File: config.mk
export PLATFORM = sky130hd
export DESIGN_NAME = instruction_fetch
export DESIGN_NICKNAME = d
export VERILOG_FILES = /design/src/rtl/instruction_fetch.sv
export SDC_FILE = /design/constraint.sdc
export NUM_CORES = 1
export LEC_CHECK = 0
export CORE_UTILIZATION = 25
export CTS_CLUSTER_SIZE = 16
export DETAILED_ROUTE_END_ITERATION = 6
export HOLD_SLACK_MARGIN = 0.03
export PLACE_DENSITY = 0.46
export SYNTH_ARGS = -nofsm -noshare
export SYNTH_HDL_FRONTEND = slang
export SYNTH_SLANG_ARGS = --single-unit
File: constraint.sdc
create_clock -name clk -period 9.6 [get_ports clk]
set_clock_uncertainty 0.05 [all_clocks]
set_input_delay 1.44 -clock clk [delete_from_list [all_inputs] [get_ports clk]]
set_output_delay 1.44 -clock clk [all_outputs]
set_load 0.03 [all_outputs]
File: src/rtl/instruction_fetch.sv
// IF stage: drives the I-cache, predicts the next PC (JAL taken, BEQ/BNE via a
// 2-bit bimodal table) and fills the IF/ID register, with EX-driven redirects.
module instruction_fetch #(
  parameter logic [31:0] RESET_PC  = 32'h0000_0000,
  parameter int unsigned BHT_IDX_W = 4
) (
  input  logic        clk,
  input  logic        rst,
  output logic        ICACHE_ren,
  output logic [31:0] ICACHE_addr,
  input  logic [31:0] ICACHE_rdata,
  input  logic        ICACHE_stall,
  input  logic        memory_stall,
  input  logic        load_use_hazard,
  input  logic        resolve_valid,
  input  logic        resolve_cond,
  input  logic [31:0] resolve_PC,
  input  logic        resolve_taken,
  input  logic        resolve_mispredict,
  input  logic [31:0] resolve_target,
  output logic        flush,
  output logic [31:0] instruction_1,
  output logic [31:0] PC_1,
  output logic        prev_taken_1
);

  localparam logic [31:0] NOP   = 32'h0000_0013;
  localparam int unsigned BHT_N = 1 << BHT_IDX_W;

  typedef enum logic {NORMAL, REDIRECT_WAIT} state_t;

  state_t                 state, state_nxt;
  logic [31:0]            pc, pc_nxt;
  logic [31:0]            pend_target, pend_nxt;
  logic [31:0]            instr_nxt, pc1_nxt;
  logic                   pt_nxt;
  logic [1:0]             bht [BHT_N];
  logic [BHT_IDX_W-1:0]   rd_idx, wr_idx;
  logic                   accept;
  logic                   is_jal, is_br, pred_taken;
  logic [31:0]            j_imm, b_imm, pred_next;
  logic                   unused_resolve_pc;

  assign ICACHE_ren  = ~rst;
  assign ICACHE_addr = pc;
  assign accept      = resolve_valid & ~memory_stall;
  assign flush       = accept & resolve_mispredict;
  assign rd_idx      = pc[BHT_IDX_W+1:2];
  assign wr_idx      = resolve_PC[BHT_IDX_W+1:2];
  assign unused_resolve_pc = ^{resolve_PC[31:BHT_IDX_W+2], resolve_PC[1:0]};

  always_comb begin
    is_jal     = (ICACHE_rdata[6:5] == 2'b11) && (ICACHE_rdata[3:2] == 2'b11);
    is_br      = (ICACHE_rdata[6:5] == 2'b11) && (ICACHE_rdata[3:2] == 2'b00);
    j_imm      = {{12{ICACHE_rdata[31]}}, ICACHE_rdata[19:12], ICACHE_rdata[20],
                  ICACHE_rdata[30:21], 1'b0};
    b_imm      = {{20{ICACHE_rdata[31]}}, ICACHE_rdata[7], ICACHE_rdata[30:25],
                  ICACHE_rdata[11:8], 1'b0};
    pred_taken = is_jal | (is_br & bht[rd_idx][1]);
    if (is_jal)          pred_next = pc + j_imm;
    else if (pred_taken) pred_next = pc + b_imm;
    else                 pred_next = pc + 32'd4;
  end

  // PC and IF/ID share one priority chain; REDIRECT_WAIT outranks load-use.
  always_comb begin
    state_nxt = state;
    pc_nxt    = pc;
    pend_nxt  = pend_target;
    instr_nxt = instruction_1;
    pc1_nxt   = PC_1;
    pt_nxt    = prev_taken_1;
    if (memory_stall) begin
      state_nxt = state;
    end else if (flush) begin
      instr_nxt = NOP;
      pc1_nxt   = '0;
      pt_nxt    = 1'b0;
      if (ICACHE_stall) begin
        pend_nxt  = resolve_target;
        state_nxt = REDIRECT_WAIT;
      end else begin
        pc_nxt    = resolve_target;
        state_nxt = NORMAL;
      end
    end else if (state == REDIRECT_WAIT) begin
      instr_nxt = NOP;
      pc1_nxt   = '0;
      pt_nxt    = 1'b0;
      if (!ICACHE_stall) begin
        pc_nxt    = pend_target;
        state_nxt = NORMAL;
      end
    end else if (load_use_hazard) begin
      state_nxt = state;
    end else if (ICACHE_stall) begin
      instr_nxt = NOP;
      pc1_nxt   = '0;
      pt_nxt    = 1'b0;
    end else begin
      pc_nxt    = pred_next;
      instr_nxt = ICACHE_rdata;
      pc1_nxt   = pc;
      pt_nxt    = pred_taken;
    end
  end

  always_ff @(posedge clk or posedge rst) begin
    if (rst) begin
      state         <= NORMAL;
      pc            <= RESET_PC;
      pend_target   <= '0;
      instruction_1 <= NOP;
      PC_1          <= '0;
      prev_taken_1  <= 1'b0;
    end else begin
      state         <= state_nxt;
      pc            <= pc_nxt;
      pend_target   <= pend_nxt;
      instruction_1 <= instr_nxt;
      PC_1          <= pc1_nxt;
      prev_taken_1  <= pt_nxt;
    end
  end

  always_ff @(posedge clk or posedge rst) begin
    if (rst) begin
      bht <= '{default: 2'b01};
    end else if (accept && resolve_cond) begin
      if (resolve_taken && bht[wr_idx] != 2'b11)
        bht[wr_idx] <= bht[wr_idx] + 2'b01;
      else if (!resolve_taken && bht[wr_idx] != 2'b00)
        bht[wr_idx] <= bht[wr_idx] - 2'b01;
    end
  end

endmodule

==> results.md <==
* Post-layout power at between 0.003 and 0.004 W
* Vias/cell at ~5.3
* Die Height at between 200 and 250 um
* Die ar. at 44,800 um2
* Synth Instances at 1,180
* Most frequent cells in the layout: 175 x clkdlybuf4s50_1, 143 x dfrtp_1, 94 x a21oi_1
* Mapped Area at 11,000 um2
* Netlist cell types at 86
* Period minus WS final at 5.34 ns
* Final setup viols at 0
* Synth async-reset ratio at between 90% and 100%
* Final period utilization at 55.6%
* Fin Setup TNS at 0 ns
* First-pass GRT wire length at 61,600 um
* Post-CTS Resized at 0
* Peak Freq at 187 MHz
* Crit Path Class: in -> reg
* Layout cells sized above 1 at 11.5%
* Worst Path Buf+Inv at 2
* Largest net degree at the start of global routing at 64
* Post-DRT Antenna Nets at 0
* Synth area leader: dfrtp_1
* Status: finished, final reports clean
* Top Ports at 204
* Nets at around 1,500
* Residual DRC at 0
* Global route overflow at 0
* Drt pass-1 iters at 5
* Footprint of the multi-input gates at 6510 um2
* Sequential share of the synthesized area at 37.1%
* Core area at between 40,000 and 50,000 um2
* Worst-Skew Late Latency at between 0.4 and 0.5 ns
* Number of synthesized flops with an enable pin at 0
* Register area at 4080 um2
* GRT Total Usage at between 10% and 20%
* Final wirelength at just over 40,000 um
* Number of clock sinks at 162
* Max H-tree Level at 4
* Setup repair bufs after CTS at 0
* Most common cell after layout, fill and taps aside: clkdlybuf4s50_1
* Starting DRC count in detailed routing at ~920
* Mapped Nets at 1,333
* Vias in the first global route at approximately 9,700
* CTS tree: built
* Register bit total from synthesis at 162
* Root buf cell: clkbuf_16
* Area growth syn-to-layout at 26.6%
* Synthesis Warnings at 0
* Filler cell count at 4,554
* Vias at 10,100
* Clock-pin transition on the worst setup and hold timing paths at 0.07 ns
* Fin. Hold Viols at 0
* Area share of the largest cell type after synthesis at approximately a third
* Post-CTS Hold Fix Bufs at 0
* Clk buf depth at 2
* Slowest CP cell: clkdlybuf4s50_1
* Post-DP HPWL at about 30,000 um
* Critical path cell sequence: clkdlybuf4s50_1 -> mux4_2 -> mux2_2 -> o21ai_0 -> inv_1 -> ha_1 -> nor2b_1 -> o21bai_1 -> nand3_1 -> nor2_1 -> nand2_1 -> nor2_1 -> mux2_2
* Avg WL per Cell at 21.1 um
* Synth top area cells: dfrtp_1 33%, ha_1 5.2%, mux2_2 5.2%, dfstp_2 4.5%, a22o_1 4.3%
* Port Buffers at between 150 and 200
* CP max stage delay at between 0.9 and 1 ns
* Worst slew pin tran at 1.26 ns
* CP Launch Type: input port
* Required @ worst endpoint at 9.89 ns
* Max-cap viol count at 0
* Avg Cell Area, Syn at 9.31 um2
* Die width at 212 um
* Class of the worst hold path: reg -> reg
* Initial Util at 25.4%
* CP top delay family: buffers and inverters
* Leakage at 5.62 nW
* Crit path DAT at 5.63 ns
* GPL Wtd Cong at 0.890
* Max VDD drop at 0.102 mV
* Max-slew violations at 0
* Power Density at 223 nW/um2
* Main flop type after synthesis: dfrtp_1
* RSZ-0062 raised after global routing: false
* TritonCTS Buffers at 17
* Worst Setup End Kind: flop
* Relative slew slack at between 10% and 20%
* Initial antenna violation count at 11
* Finished Core Util at 32.2%
* Crit Path Max Fanout at 17
* Core Rows at 76
[per-layer routing]
metal	up-vias	part of all wire, %	track usage [%]	wire (um)
met5	-	0.26	0	104
met4	16	1.4	5.22	579
met3	41	7.3	5.24	2970
met2	281	42	25.9	16900
met1	4969	49	26.8	20000
li1	4793	-	-	-
[layout make-up]
class,instances,share of cell area (%)
Sequential cell,162,29.3
Multi-Input combinational cell,919,46.8
Timing Repair Buffer,192,13.5
Antenna cell,4,0.0720
Clock buffer,19,3.18
Tap cell,585,5.26
Clock inverter,13,1.04
Inverter,29,0.819
[through the flow]
| stage | cell area [um2] | setup slack [ns] | hold slack, ns | cells |
|---|---|---|---|---|
| floorplan | 11000 | 3.19 | 0.406 | 1180 |
| global placement | 13300 | 3.79 | 0.420 | 1887 |
| detailed placement | 13300 | 3.74 | 0.424 | 1887 |
| CTS | 13900 | 4.23 | 0.435 | 1919 |
| global route | 13900 | 3.91 | 0.458 | 1920 |
| finish | 13900 | 4.26 | 0.431 | 1923 |
[where the power goes]
group | internal, W | switching, W | leakage (nW) | total [W]
Combinational | 0.000579 | 0.000841 | 3.29 | 0.00142
Sequential | 0.000813 | 0.000169 | 2.04 | 0.000982
Clock | 0.000374 | 0.000328 | 0.282 | 0.000702
Total | 0.00177 | 0.00134 | 5.62 | 0.00310
[worst paths after layout]
path / to / depth (start not counted) / from / slack [ns]
max: bht[19] / 13 / resolve_PC[2] / 4.26
min: flop / 2 / flop / 0.43
max reg2reg: ICACHE_addr[25] / 9 / ICACHE_addr[3] / 5.51
min reg2reg: flop / 2 / flop / 0.43
max in group asynchronous: ICACHE_addr[7] / 4 / rst / 6.22
min in group asynchronous: instruction_1[20] / 2 / rst / 1.39
[kinds of logic (layout without fill, tap and decap cells)]
family	after synthesis	after routing	synth area share, %
compound gates	418	418	26.4
simple gates	336	336	15.2
flops	162	162	37.1
buf+inv	99	253	3.78
mux	70	70	8.21
fa+ha+maj	48	48	5.60
xor+xnor	47	47	3.75
other cells	0	4	0
[state kept, by name, summed over array words and instances, names as in the netlist, named ones only]
name,count
ICACHE_addr,32
PC_1,32
bht,16
instruction_1,32
pend_target,32
prev_taken_1,1
state,1
[worst reg2reg max path, delay by kind of cell, from the launching register on]
family	cells	cell delay (ns)
flops	1	0.77
fa+ha+maj	1	0.39
mux	1	0.27
simple gates	3	0.87
compound gates	4	1.62
[synthesized netlist by cell type, drive strengths merged (7+ instances only)]
cell	instances
a221oi	12
nor3	24
nand4	14
a221o	7
nor2b	9
and3	17
ha	46
inv	29
o21a	8
o211ai	13
clkbuf	52
and2	7
dfstp	19
nand3	31
mux4	11
a22o	54
o31ai	10
a21oi	94
a2111oi	8
mux2i	8
or2	8
xor2	24
mux2	51
nor2	84
buf	18
o21bai	8
a211oi	20
xnor2	23
nand2b	12
dfrtp	143
o221ai	10
o21ai	88
nand2	88
a31oi	13
or3	17
a21o	18
(Power assumes the default switching activity.)
